<file path="config.mk">
export PLATFORM = sky130hd
export DESIGN_NAME = instr_fetch_mem
export DESIGN_NICKNAME = d
export VERILOG_FILES = /design/src/rtl/instr_fetch_mem.sv
export SDC_FILE = /design/constraint.sdc
export NUM_CORES = 2
export LEC_CHECK = 0
export BUFFER_PORTS_ARGS = -buffer_cell sky130_fd_sc_hd__buf_2
export CAP_MARGIN = 15
export CORE_ASPECT_RATIO = 0.8
export CORE_MARGIN = 5
export CORE_UTILIZATION = 45
export DETAILED_ROUTE_END_ITERATION = 8
export PLACE_DENSITY = 0.6
export SLEW_MARGIN = 20
export SYNTH_ARGS = -nofsm -noshare
export SYNTH_HDL_FRONTEND = slang
export SYNTH_SLANG_ARGS = --single-unit
</file>
<file path="constraint.sdc">
create_clock -name clk -period 4 [get_ports clk]
set_input_delay 0.2 -clock clk [delete_from_list [all_inputs] [get_ports clk]]
set_output_delay 0.2 -clock clk [all_outputs]
set_load 0.01 [all_outputs]
</file>
<file path="src/rtl/instr_fetch_mem.sv">
// Instruction memory for fetch: program-load port, valid/ready fetch with
// 1-cycle registered response and fault code, post-reset clear engine.
// Ports: clk, reset; load_en/addr/data -> load_ready, load_err;
//   req_valid/addr -> req_ready; rsp_valid/instr/fault <- rsp_ready;
//   clear_busy.
module instr_fetch_mem #(
  parameter int DATA_WIDTH     = 32,
  parameter int DEPTH          = 128,
  parameter int ADDR_WIDTH     = 32,
  parameter bit CLEAR_ON_RESET = 1'b1
) (
  input  logic                  clk,
  input  logic                  reset,
  input  logic                  load_en,
  input  logic [ADDR_WIDTH-1:0] load_addr,
  input  logic [DATA_WIDTH-1:0] load_data,
  output logic                  load_ready,
  output logic                  load_err,
  input  logic                  req_valid,
  input  logic [ADDR_WIDTH-1:0] req_addr,
  output logic                  req_ready,
  output logic                  rsp_valid,
  input  logic                  rsp_ready,
  output logic [DATA_WIDTH-1:0] rsp_instr,
  output logic [1:0]            rsp_fault,
  output logic                  clear_busy
);

  localparam int PW = (DEPTH > 1) ? $clog2(DEPTH) : 1;
  localparam logic [ADDR_WIDTH-1:0] LAST_IDX =
    ADDR_WIDTH'(DEPTH - 1);
  localparam logic [PW-1:0] LAST_PTR = PW'(DEPTH - 1);

  typedef enum logic [0:0] {
    S_CLEAR,
    S_RUN
  } state_t;

  state_t state;
  state_t state_nxt;

  logic [DATA_WIDTH-1:0] mem [DEPTH];
  logic [PW-1:0]         clear_ptr;

  logic [PW-1:0] req_idx;
  logic [PW-1:0] load_idx;
  logic [1:0]    req_fault;
  logic [1:0]    load_fault;
  logic          accept;
  logic          load_ok;
  logic          load_bad;

  // Range check uses the full address so high bits never alias.
  // Misalignment takes priority over out-of-range.
  function automatic logic [1:0] fault_of(
    input logic [ADDR_WIDTH-1:0] a
  );
    logic [1:0] f;
    f = 2'b00;
    priority case (1'b1)
      (a[1:0] != 2'b00):     f = 2'b01;
      ((a >> 2) > LAST_IDX): f = 2'b10;
      default:               f = 2'b00;
    endcase
    return f;
  endfunction

  assign req_idx    = req_addr[PW+1:2];
  assign load_idx   = load_addr[PW+1:2];
  assign req_fault  = fault_of(req_addr);
  assign load_fault = fault_of(load_addr);

  always_comb begin
    state_nxt  = state;
    clear_busy = 1'b0;
    load_ready = 1'b0;
    req_ready  = 1'b0;
    unique case (state)
      S_CLEAR: begin
        clear_busy = 1'b1;
        if (clear_ptr == LAST_PTR) begin
          state_nxt = S_RUN;
        end
      end
      S_RUN: begin
        load_ready = 1'b1;
        req_ready  = !rsp_valid || rsp_ready;
      end
    endcase
  end

  assign accept   = req_valid && req_ready;
  assign load_ok  = load_ready && load_en &&
                    (load_fault == 2'b00);
  assign load_bad = load_ready && load_en &&
                    (load_fault != 2'b00);

  always_ff @(posedge clk) begin
    if (reset) begin
      state <= CLEAR_ON_RESET ? S_CLEAR : S_RUN;
    end else begin
      state <= state_nxt;
    end
  end

  always_ff @(posedge clk) begin
    if (reset) begin
      clear_ptr <= '0;
    end else if (clear_busy) begin
      clear_ptr <= (clear_ptr == LAST_PTR) ?
                   '0 : clear_ptr + 1'b1;
    end
  end

  always_ff @(posedge clk) begin
    if (!reset) begin
      if (clear_busy) begin
        mem[clear_ptr] <= '0;
      end else if (load_ok) begin
        mem[load_idx] <= load_data;
      end
    end
  end

  // Read samples the array before this edge's write lands,
  // giving read-before-write on a same-word collision.
  always_ff @(posedge clk) begin
    if (reset) begin
      rsp_valid <= 1'b0;
      rsp_instr <= '0;
      rsp_fault <= 2'b00;
      load_err  <= 1'b0;
    end else begin
      load_err <= load_bad;
      if (accept) begin
        rsp_valid <= 1'b1;
        rsp_fault <= req_fault;
        rsp_instr <= (req_fault == 2'b00) ?
                     mem[req_idx] : '0;
      end else if (rsp_ready) begin
        rsp_valid <= 1'b0;
      end
    end
  end

endmodule

</file>
==> results.sh <==
export IMPL_synth_cell_types=71
export IMPL_drive_above_1_share=0.246
export IMPL_synth_seq_area_share=0.775
export IMPL_hold_viol=0
export IMPL_fin_skew_ns=0.0880
export IMPL_cts_buffer_depth=4
export IMPL_synth_commonest_cells="edfxtp_1 (4096), mux2i_1 (865), mux4_2 (574), a22oi_1 (300), clkbuf_1 (204)"
export IMPL_synth_seq_cells=4140
export IMPL_via_per_inst=6.29
export IMPL_antenna_left=0
export IMPL_grt_pass1_vias=81889
export IMPL_initial_utilization=0.453
export IMPL_status="finished, final reports clean"
export IMPL_port_buffers=139
export IMPL_fmax_mhz=292
export IMPL_relSlewSlack=0.190
export IMPL_layout_min_cycle_time_ns=3.42
export IMPL_coreArea_mm2=0.353
export IMPL_netlist_instances=7891
export IMPL_worst_path_max_delay_cell="nor2_4"
export IMPL_grt_pass1_wl_um=679000
export IMPL_synth_top_flop_cell="edfxtp_1"
export IMPL_netlist_area_leader_share=0.769
export IMPL_critPathMaxFanout=24
export IMPL_fin_nets=8726
export IMPL_hold_class="in -> reg"
export IMPL_power_density_mw_per_mm2=476
export IMPL_htreeDepth=5
export IMPL_endpoint_kind="flip-flop"
export IMPL_grt_util_met2=0.363
export IMPL_vdd_drop_max_mv=0.378
export IMPL_vias=86179
export IMPL_antenna_found_initial=61
export IMPL_cts_tree="yes"
export IMPL_slowest_delay_ns=0.95
export IMPL_grt_max_degree=129
export IMPL_io_pins=140
export IMPL_synthesis_nets=7993
export IMPL_cp_required_ns=4.62
export IMPL_setup_viol=0
export IMPL_area_growth_pct=15.9
export IMPL_synth_most_common_cell="edfxtp_1"
export IMPL_dr_first_iter_drc_count=13612
export IMPL_ys_warn_count=0
export IMPL_numCtsBuffers=392
export IMPL_die_y_um=543
export IMPL_grt_ovfl_total=0
export IMPL_whs_ns=0.0270
export IMPL_synth_area_leader_cell="edfxtp_1"
export IMPL_p_leak_nw=65.2
export IMPL_synthArstFlopShare=0
export IMPL_syn_mean_instance_area_um2=20.3
export IMPL_rsz0062_at_grt="false"
export IMPL_path_common_cell="buf_4"
export IMPL_rows=195
export IMPL_synth_edf_count=4096
export IMPL_clkLatencyLatePin_ns=0.94
export IMPL_cts_resized=0
export IMPL_gp_congestion=0.946
export IMPL_dpl_hpwl_um=318000
export IMPL_cts_sinks=4140
export IMPL_worst_slew_pin_slew_ns=1.21
export IMPL_syn_cell_area_mm2=0.160
export IMPL_met1_usage=0.390
export IMPL_path_buf_inv=2
export IMPL_arrival_ns=4.05
export IMPL_dieArea_mm2=0.367
export IMPL_dr_pass1_iters=6
export IMPL_num_fill_cells=27535
export IMPL_grt_use_met3=0.0878
export IMPL_grt_usage=0.265
export IMPL_ctsRootBufferMaster="clkbuf_16"
export IMPL_slew_violations=0
export IMPL_cpLargestDelayFamily="simple AND/OR/NAND/NOR gates"
export IMPL_fin_crit_sh=0.855
export IMPL_clk_pin_slew_ns=0.07
export IMPL_totalWireLength_um=495000
export IMPL_wl_per_cell_um=36.1
export IMPL_multi_input_area_mm2=0.0347
export IMPL_fp_dieW_um=676
export IMPL_path_cells="buf_4 > nor2_1 > and2_1 > a21boi_4 > nor2_4 > buf_4"
export IMPL_max_cap_violations=0
export IMPL_setup_tns_ns=0
export IMPL_synth_area_top_cells="edfxtp_1 (77%), mux4_2 (8.1%), mux2i_1 (5.4%)"
export IMPL_setup_worst_path_class="reg -> reg"
export IMPL_grt_busiest_layer="met1"
export IMPL_cp_start_kind="flip-flop"
export IMPL_drc=0
export IMPL_seq_area_mm2=0.124
[area by class of cell]
| type | instances | share of cell area |
|---|---|---|
| clock inverters | 235 | 0.0130 |
| multi-input cells | 3285 | 0.187 |
| clock buffers | 486 | 0.0562 |
| inverters | 5 | 0.000121 |
| repair buffers | 800 | 0.0432 |
| well taps | 4728 | 0.0319 |
| diodes | 31 | 0.000418 |
| flip-flops and latches | 4140 | 0.668 |
[final timing paths]
check / depth (start not counted) / slack, ns / from / to
worst max-delay path: 6 / 0.58 / state / mem[117][17]
worst min-delay path: 2 / 0.03 / load_data[16] / mem[40][16]
worst max register to register: 6 / 0.58 / state / mem[117][17]
worst min register to register: 2 / 0.45 / rsp_instr[21] / rsp_instr[21]
[metrics by stage]
step                      power (mW)  instances  instance area (µm²)   util  setup WS [ns]
final                           88.3      13710               185000  0.525          0.579
after global routing            90.6      13684               185000  0.525          0.519
after CTS                       88.6      13678               185000  0.524          0.604
after detailed placement        51.6      12915               172000  0.487          0.244
after global placement          51.5      12915               172000  0.487          0.284
after floorplan                 49.9       7891               160000      -          0.329
[layer usage]
metal	wire [µm]	part of all wire
met3	68100	0.14
met5	69	0.00014
met1	199000	0.40
met2	207000	0.42
met4	21100	0.043
[what timing repair did]
item	4_1_cts	5_1_grt
endpoints found under the hold margin	819	0
setup buffers	0	0
hold buffers	42	0
[logic make-up after synthesis]
| group | synth area share |
|---|---|
| XOR/XNOR | 0.000274 |
| AND/OR/NAND/NOR | 0.0227 |
| AO/OA/AOI/OAI | 0.0439 |
| flip-flops | 0.775 |
| multiplexers | 0.141 |
| buffers and inverters | 0.0169 |
| adder cells (fa/ha/maj) | 0.0000782 |
[where the power goes]
part / total, mW / internal, mW / switching (mW) / leakage [nW]
combinational: 3.70 / 1.29 / 2.41 / 16.4
clock: 37.5 / 21.4 / 16.1 / 6.30
sequential: 47.0 / 47.0 / 0.0259 / 42.5
[registers in the layout (all words and copies together) (netlist names)]
register / flops
clear_ptr: 7
load_err: 1
mem: 4096
rsp_fault: 2
rsp_instr: 32
rsp_valid: 1
state: 1
[placed cells by master, fill, tap and decap left out, types with 12 or more instances in the layout]
cell and instances:
a21o_1 14, buf_12 175, dlygate4sd3_1 42, bufinv_16 45
nand3_1 159, and2_4 33, nor3_1 23, o2111ai_1 14
a31oi_2 12, o31a_1 13, o21ai_0 68, buf_4 446
mux2i_1 865, nor2_4 123, nand2_1 187, a21oi_1 135
buf_2 134, diode_2 31, o21ai_1 53, a22o_1 25
clkbuf_1 78, a22oi_1 299, o22ai_1 50, mux4_2 574
o221ai_1 15, a211oi_1 15, nor4_1 19, a221oi_1 192
clkbuf_16 400, nor2_1 71, nand2b_1 12, mux2_2 92
clkinv_1 77, nor2b_1 31, dfxtp_1 44, or3_1 12
edfxtp_1 4096, o31ai_1 13, clkinv_2 87, nand4_1 43
Power figures use the tool's default switching activity.
